===== src/rtl/para_pkg.sv =====
// para_pkg: shared widths and FSM state encoding for the para hit detector.
package para_pkg;
    localparam int D_W_DEF = 16;
    localparam int T_W_DEF = 32;
    localparam int C_W_DEF = 16;
    localparam logic [1:0] ST_IDLE = 2'd0;
    localparam logic [1:0] ST_QUAL = 2'd1;
    localparam logic [1:0] ST_HIT  = 2'd2;
    localparam logic [1:0] ST_HOLD = 2'd3;
endpackage


===== src/rtl/para_dur_cnt.sv =====
// para_dur_cnt: saturating dwell counter; o_ge flags that the next count reaches max(i_cfg,1).
module para_dur_cnt
    import para_pkg::*;
#(
    parameter int T_W = T_W_DEF
) (
    input  logic           clk_sys,
    input  logic           rst_n,
    input  logic           i_clr,
    input  logic           i_inc,
    input  logic [T_W-1:0] i_cfg,
    output logic           o_ge
);
    logic [T_W-1:0] r_cnt;
    logic [T_W-1:0] w_lim;
    assign w_lim = (i_cfg == '0) ? T_W'(1) : i_cfg;
    // one extra bit so a saturated count plus one cannot wrap
    assign o_ge = ({1'b0, r_cnt} + (T_W+1)'(1)) >= {1'b0, w_lim};
    always_ff @(posedge clk_sys or negedge rst_n) begin
        if (!rst_n)
            r_cnt <= '0;
        else if (i_clr)
            r_cnt <= '0;
        else if (i_inc && !(&r_cnt))
            r_cnt <= r_cnt + T_W'(1);
    end
endmodule


===== src/rtl/para_hit.sv =====
// para_hit: para channel hit detector with dwell qualification and ring counting.
// Define PARA_HIT_TS_EN to build the free-running timestamp behind stu_hit_ts.
module para_hit
    import para_pkg::*;
#(
    parameter int D_W = D_W_DEF,
    parameter int T_W = T_W_DEF,
    parameter int C_W = C_W_DEF
) (
    input  logic           clk_sys,
    input  logic           rst_n,
    input  logic           data_vld,
    input  logic [D_W-1:0] data_in,
    input  logic [D_W-1:0] cfg_th,
    input  logic [T_W-1:0] cfg_hdt,
    input  logic [T_W-1:0] cfg_ldt,
    input  logic           stu_clr,
    output logic           hit_pulse,
    output logic           hit_active,
    output logic [C_W-1:0] stu_hit_id,
    output logic [C_W-1:0] stu_ring,
    output logic [T_W-1:0] stu_hit_ts
);
    logic [1:0]     r_state;
    logic [1:0]     w_nxt;
    logic           r_above;
    logic [C_W-1:0] r_ring;
    logic           w_lo_side;
    logic           w_ge;
    logic           w_declare;
    logic           w_close;
    logic           w_ring_up;

    // IDLE/QUAL qualify against the high dwell, HIT/HOLD against the low dwell
    assign w_lo_side = ~r_state[1];
    assign w_nxt = w_lo_side ? (!r_above ? ST_IDLE : (w_ge ? ST_HIT : ST_QUAL))
                             : ( r_above ? ST_HIT  : (w_ge ? ST_IDLE : ST_HOLD));
    assign w_declare = w_lo_side & r_above & w_ge;
    assign w_close   = ~w_lo_side & ~r_above & w_ge;
    assign w_ring_up = (r_state == ST_HOLD) & r_above;
    assign hit_active = r_state[1];

    // dwell is zero on entry to IDLE and HIT, so w_ge there means "dwell of one"
    para_dur_cnt #(.T_W(T_W)) u_dur (
        .clk_sys (clk_sys),
        .rst_n   (rst_n),
        .i_clr   (~w_nxt[0]),
        .i_inc   (w_nxt[0]),
        .i_cfg   (w_lo_side ? cfg_hdt : cfg_ldt),
        .o_ge    (w_ge)
    );

    always_ff @(posedge clk_sys or negedge rst_n) begin
        if (!rst_n) begin
            r_state    <= ST_IDLE;
            r_above    <= 1'b0;
            r_ring     <= '0;
            hit_pulse  <= 1'b0;
            stu_hit_id <= '0;
            stu_ring   <= '0;
        end else begin
            r_state   <= w_nxt;
            hit_pulse <= w_declare;
            if (data_vld)
                r_above <= (data_in >= cfg_th);
            if (w_declare)
                r_ring <= C_W'(1);
            else if (w_close)
                r_ring <= '0;
            else if (w_ring_up && !(&r_ring))
                r_ring <= r_ring + C_W'(1);
            if (w_declare)
                stu_hit_id <= stu_clr ? C_W'(1) : stu_hit_id + C_W'(1);
            else if (stu_clr)
                stu_hit_id <= '0;
            if (w_close)
                stu_ring <= r_ring;
            else if (stu_clr)
                stu_ring <= '0;
        end
    end

`ifdef PARA_HIT_TS_EN
    logic [T_W-1:0] r_ts;
    always_ff @(posedge clk_sys or negedge rst_n) begin
        if (!rst_n) begin
            r_ts       <= '0;
            stu_hit_ts <= '0;
        end else begin
            r_ts <= r_ts + T_W'(1);
            if (hit_pulse)
                stu_hit_ts <= r_ts;
            else if (stu_clr)
                stu_hit_ts <= '0;
        end
    end
`else
    assign stu_hit_ts = '0;
`endif
endmodule


===== config.mk =====
export PLATFORM = sky130hd
export DESIGN_NAME = para_hit
export DESIGN_NICKNAME = d
export VERILOG_FILES = /design/src/rtl/para_pkg.sv /design/src/rtl/para_dur_cnt.sv /design/src/rtl/para_hit.sv
export SDC_FILE = /design/constraint.sdc
export NUM_CORES = 1
export LEC_CHECK = 0
export ABC_AREA = 1
export ABC_CLOCK_PERIOD_IN_PS = 3100
export CAP_MARGIN = 0
export CORE_MARGIN = 5
export CORE_UTILIZATION = 30
export CTS_BUF_LIST = sky130_fd_sc_hd__clkbuf_8
export CTS_CLUSTER_SIZE = 25
export DETAILED_ROUTE_END_ITERATION = 8
export PLACE_DENSITY_LB_ADDON = 0.15
export SETUP_SLACK_MARGIN = 0.15
export SYNTH_ARGS = -nofsm -noshare
export SYNTH_HDL_FRONTEND = slang
export SYNTH_SLANG_ARGS = --single-unit
export TNS_END_PERCENT = 1

===== constraint.sdc =====
create_clock -name clk_sys -period 3.1 [get_ports clk_sys]
set_input_delay 0.775 -clock clk_sys [delete_from_list [all_inputs] [get_ports clk_sys]]
set_output_delay 0.775 -clock clk_sys [all_outputs]
set_load 0.05 [all_outputs]

==> results.ini, run 1 <==
[routing]
vias = 5892
drc_errors = 0
dr.pass1.iters = 4
drtIter0Drc = 195
wl_um = 17500
via_per_inst = 4.38
postRouteAntennaNets = 0
detail_route.wl_per_cell_um = 13.0

[synthesis]
synth_edf_count = 0
synth.distinct_cells = 35
muxShareOfSynthArea = 0.0477
yosysSeqAreaShare = 0.334
synth-seq-cells = 84
synth_area_mm2 = 0.00630
synth_area_per_cell_um2 = 7.68
synthAdderAreaFrac = 0.101
synth-compound-area-share = 0.0588
synth-xor-area-share = 0.0695
synthSimpleGateAreaFrac = 0.267
synthArstFlopShare = 1.00
synthFlopType = dfrtp_1
yosys_warnings = 0
syn_inst = 820
synth_top_family_by_area = simple AND/OR/NAND/NOR gates

[sta]
finalCriticalPeriod_ns = 3.35
fmax_ghz = 0.298
tightest_slew_ns = 0.519
skew_ns = 0.0198
hold_viol_final = 0
rsz0062_at_grt = yes
slew_viol_final = 0
finalCritPeriodShare = 1.08
layout_setup_ws_ns = -0.252
slew_headroom = 0.653
setup_viol = 83

[global_routing]
grt_max_degree = 45
grt_pass1_vias = 5662
grt_pass1_wl_um = 28400
antenna_found_initial = 0
track_usage = 0.145
gr-total-overflow = 0

[run_status]
violations = setup timing
status = finished, violations left

[clocking]
holdBufCountCts = 0
clk_pin_slew_worst_paths_ns = 0.09
clk_latency_ns = 0.38
htreeDepth = 3
clockBufferDepth = 2
cts_made_buffers = 9
cts_tree = built
clock_sinks = 84
cts-root-buf = clkbuf_8

[place]
place_area_mm2 = 0.00873
dp_cells = 1319
dpl_worst_slack_ns = -0.643
portBuffers = 133
dp_hpwl_um = 14300
gp_congestion = 0.853

[critical_path]
crit_type = primary input to flop
worst-r2r-cell-count = 22
reg2reg_slack_ns = -0.23
arrival_ns = 3.65
endpoint_kind = flop
path_max_fanout = 14
rr_startpoint = u_dur.r_cnt[1]
cp.required_ns = 3.40
startpoint_type = primary input
r2r_end = stu_ring[8]

[finish]
antenna_cells = 0
layout_common_cells = 131 x clkdlybuf4s50_1, 129 x nand2_1, 111 x buf_4
syn2layout_area_growth_pct = 46.7
final_nets = 1215
design_area_mm2 = 0.00924
stdcell_count = 1344
fin_util = 0.444
final_common_cell = clkdlybuf4s50_1
drive_gt1_frac = 0.198

[floorplan]
die_w_um = 155
rows = 53
dieArea_mm2 = 0.0240
ios = 166
coreArea_mm2 = 0.0208
fp.dieH_um = 155
initial_utilization = 0.302

[hold_path]
min_path_type = primary input to asynchronous set/reset pin

[power_and_ir_drop]
vdd_drop_max_uv = 173
power_leakage_nw = 4.41
powerDensity_mw_per_mm2 = 269

[job]
maxCapViolations = 0

==> where the power goes <==
group | internal [mW] | switching [mW] | total [mW]
logic | 0.215 | 0.258 | 0.473
clock network | 0.460 | 0.441 | 0.901
registers | 1.10 | 0.00623 | 1.11
total | 1.78 | 0.705 | 2.48
==> cell usage after synthesis, types with 9 or more instances <==
master	n	area, um2
nand3_1	54	270
dfrtp_1	84	2100
a21oi_1	21	105
nand2_1	140	526
nand4_1	23	144
nor4_1	9	56.3
ha_1	51	638
nor2_1	105	394
nor3_1	27	135
buf_2	9	45.0
mux2i_1	30	300
o21ai_0	31	155
buf_4	33	248
xor2_1	44	385
inv_1	112	420
==> critical path, cell delays in order <==
cell             delay (ns)
clkdlybuf4s50_1        0.40
mux2i_1                0.27
nand4_1                0.23
nor4_1                 0.37
buf_4                  0.17
nand2_1                0.07
nand2_1                0.06
ha_1                   0.22
nand2_1                0.06
nor2_1                 0.03
nand2_1                0.06
nor2_1                 0.04
nand2_1                0.05
nand4_1                0.12
nor2_4                 0.15
nand2_4                0.13
nand2_8                0.12
clkbuf_16              0.17
nand3_1                0.07
o21ai_1                0.07
==> sequential cells by signal, summed over array words and instances (netlist names), named ones only <==
name	count
hit_pulse	1
r_above	1
r_ring	16
r_state	1
stu_hit_id	16
stu_ring	16
u_dur.r_cnt	32
==> per-layer routing <==
metal | GRT usage | vias to the layer above | part of all wire
met5 | 0 | - | 0
met4 | 0.0294 | 0 | 0.011
met3 | 0.0345 | 11 | 0.063
met2 | 0.231 | 152 | 0.45
met1 | 0.202 | 2651 | 0.48
li1 | - | 3078 | -
==> worst max path at each step <==
stage	startpoint	to	slack, ns	cells after the start
2_1_floorplan	u_dur.r_cnt[0]	stu_hit_id[5]	-0.008	22
3_3_place_gp	cfg_ldt[25]	stu_ring[9]	-0.60	21
3_5_place_dp	cfg_ldt[25]	stu_hit_id[0]	-0.64	20
4_1_cts	u_dur.r_cnt[1]	stu_hit_id[0]	-0.23	25
5_1_grt	u_dur.r_cnt[1]	stu_ring[13]	-0.52	24
6_report	cfg_ldt[3]	stu_ring[8]	-0.25	20
==> cell type report <==
| class | count | area, um2 |
|---|---|---|
| clock inverter | 7 | 96.3 |
| fill | 2151 | 11600 |
| multi-input combinational | 603 | 3810 |
| timing repair buffer | 251 | 2320 |
| inverter | 115 | 447 |
| sequential | 84 | 2100 |
| clock buffer | 9 | 124 |
| tap | 275 | 344 |
==> through the flow <==
stage	total power [mW]	hold WS, ns	TNS [ns]
2_1_floorplan	1.38	0.462	-0.0797
3_3_place_gp	1.60	0.505	-45.07
3_5_place_dp	1.60	0.510	-46.19
4_1_cts	2.51	0.285	-14.07
5_1_grt	2.60	0.298	-34.46
6_report	2.48	0.298	-11.55
==> kinds of logic after synthesis <==
logic type	Yosys count
multiplexers	30
adder cells (fa/ha/maj)	51
other	1
flip-flops	84
AND/OR/NAND/NOR	376
buffers and inverters	164
AO/OA/AOI/OAI	64
XOR/XNOR	50
==> repair_timing <==
action / 4_1_cts / 5_1_grt
gates cloned: 0 / 2
setup endpoints to repair: 83 / 83
pin swaps: 3 / 13
resized for setup: 11 / 48
setup buffers: 2 / 5
Note: power is estimated with default switching activity, not from simulation.
==> run 2, diff against run 1 <==
--- a/config.mk
+++ b/config.mk
@@ -10,7 +10,6 @@
 export CAP_MARGIN = 0
 export CORE_MARGIN = 5
 export CORE_UTILIZATION = 30
-export CTS_BUF_LIST = sky130_fd_sc_hd__clkbuf_8
 export CTS_CLUSTER_SIZE = 25
 export DETAILED_ROUTE_END_ITERATION = 8
 export PLACE_DENSITY_LB_ADDON = 0.15
==> results.ini, run 2 (synthesized netlist as in run 1, its figures left out) <==
[finish]
syn2layout_area_growth_pct = 48.3
final_common_cell = clkdlybuf4s50_1
multi_input_area_mm2 = 0.00381
layout_common_cells = 131 x clkdlybuf4s50_1, 129 x nand2_1, 112 x buf_4
largest_reg_flops = 32
fill_cells = 2136
regMostFlops = u_dur.r_cnt
drive_gt1_frac = 0.200
seq_area_mm2 = 0.00210
final_nets = 1215
antenna_cells = 0

[critical_path]
path_max_fanout = 12
crit_type = primary input to flop
endpoint_kind = flop
arrival_ns = 3.62
worst-r2r-cell-count = 25
startpoint_type = primary input
cp.required_ns = 3.37

[clocking]
cts-root-buf = clkbuf_16
cts_made_buffers = 9
holdBufCountCts = 0
clk_latency_ns = 0.34
clk_pin_slew_worst_paths_ns = 0.07
cts_tree = built
clock_sinks = 84
htreeDepth = 3
clockBufferDepth = 2

[power_and_ir_drop]
clockPowerShare = 0.427
p_switching_mw = 0.732
seqPwrFrac = 0.402
p_sw_frac = 0.265
vdd_drop_max_uv = 228
power_leakage_nw = 4.45
powerDensity_mw_per_mm2 = 296
p_int_mw = 2.03
combPwrFrac = 0.171
p_total_mw = 2.76

[routing]
detail_route.wl_per_cell_um = 13.1
via_per_inst = 4.36
drtIter0Drc = 256
dr.pass1.iters = 4
vias = 5862
wl_um = 17600
drc_errors = 0
postRouteAntennaNets = 0

[sta]
rsz0062_at_grt = yes
finalCritPeriodShare = 1.08
holdWs_ns = 0.333
slew_headroom = 0.654
setup_viol = 83
slew_viol_final = 0
setup_tns_ns = -13.09
hold_viol_final = 0
layout_setup_ws_ns = -0.257
tightest_slew_ns = 0.517
skew_ns = 0.0107
fmax_ghz = 0.298
finalCriticalPeriod_ns = 3.36

[place]
dp_hpwl_um = 14300
dpl_worst_slack_ns = -0.643
gp_congestion = 0.853
portBuffers = 133

[floorplan]
fp.dieH_um = 155
die_w_um = 155
initial_utilization = 0.302
coreArea_mm2 = 0.0208
ios = 166
dieArea_mm2 = 0.0240
rows = 53

[run_status]
violations = setup timing
status = finished, violations left

[global_routing]
grt_pass1_vias = 5699
gr-total-overflow = 0
grt_max_degree = 45
antenna_found_initial = 0
track_usage = 0.146
grt_pass1_wl_um = 28600

[hold_path]
min_path_type = primary input to asynchronous set/reset pin

[job]
maxCapViolations = 0

run 2: changes by cell type in the layout (fill, tap and decap cells not counted), moves of 3 or more:
cell / delta
nand3_2: +3
clkbuf_16: +9
nand3_1: -3
clkbuf_8: -9
run 2: critical path: stages:
cell and delay (ns):
clkdlybuf4s50_1 0.40, mux2i_1 0.27, nand4_1 0.25, nor4_2 0.33, buf_4 0.15, nand2_1 0.07
nand2_1 0.06, ha_1 0.22, nand2_1 0.06, nor2_1 0.03, nand2_1 0.06, nor2_1 0.04
nand2_1 0.05, nand4_1 0.12, nor2_4 0.17, nand2_4 0.13, nand2_8 0.12, nand2_4 0.14
o21ai_0 0.18
run 2: per-layer routing:
| metal | track usage | part of all wire | up-vias |
|---|---|---|---|
| met1 | 0.203 | 0.48 | 2625 |
| met3 | 0.0320 | 0.059 | 12 |
| li1 | - | - | 3085 |
| met5 | 0 | 0 | - |
| met2 | 0.233 | 0.45 | 140 |
| met4 | 0.0328 | 0.011 | 0 |
run 2: worst paths after layout:
path / from / to / slack, ns
max in group asynchronous: rst_n / hit_pulse / 2.17
min reg2reg: stu_ring[15] / stu_ring[15] / 0.53
max: cfg_ldt[3] / stu_hit_id[0] / -0.26
min in group clk_sys: stu_ring[15] / stu_ring[15] / 0.53
max reg2reg: u_dur.r_cnt[1] / stu_ring[8] / -0.23
min: rst_n / u_dur.r_cnt[10] / 0.33
run 2: through the flow:
step,cell area (um2),utilization,cells
after floorplan,6520,-,851
after global placement,8730,0.419,1319
after detailed placement,8730,0.419,1319
after CTS,9120,0.438,1337
after global routing,9340,0.448,1344
final,9340,0.448,1344
run 2: layout make-up:
type,count,share of cell area
clock buffers,9,0.0241
clock inverters,7,0.0103
inverters,115,0.0476
multi-input cells,603,0.408
flip-flops and latches,84,0.225
well taps,275,0.0368
repair buffers,251,0.248
run 2: power by group through the flow:
stage                     registers, mW  logic (mW)  clock network [mW]
after floorplan                    1.13       0.253                   0
after global placement             1.13       0.466                   0
after detailed placement           1.13       0.466                   0
after CTS                          1.11       0.470                1.22
after global routing               1.11       0.517                1.26
final                              1.11       0.471                1.18
run 2: repair_timing:
item,CTS,global route
resized for setup,14,44
setup buffers,2,5
endpoints found under the setup margin,83,83
cloned,0,2
pin swaps,4,13
==> run 3, diff against run 2 <==
--- a/config.mk
+++ b/config.mk
@@ -6,7 +6,6 @@
 export NUM_CORES = 1
 export LEC_CHECK = 0
 export ABC_AREA = 1
-export ABC_CLOCK_PERIOD_IN_PS = 3100
 export CAP_MARGIN = 0
 export CORE_MARGIN = 5
 export CORE_UTILIZATION = 30
@@ -14,6 +13,7 @@
 export DETAILED_ROUTE_END_ITERATION = 8
 export PLACE_DENSITY_LB_ADDON = 0.15
 export SETUP_SLACK_MARGIN = 0.15
+export SLEW_MARGIN = 40
 export SYNTH_ARGS = -nofsm -noshare
 export SYNTH_HDL_FRONTEND = slang
 export SYNTH_SLANG_ARGS = --single-unit
==> results of run 3 <==
Same layout as run 2: the final DEF is identical, and so are final timing and power.
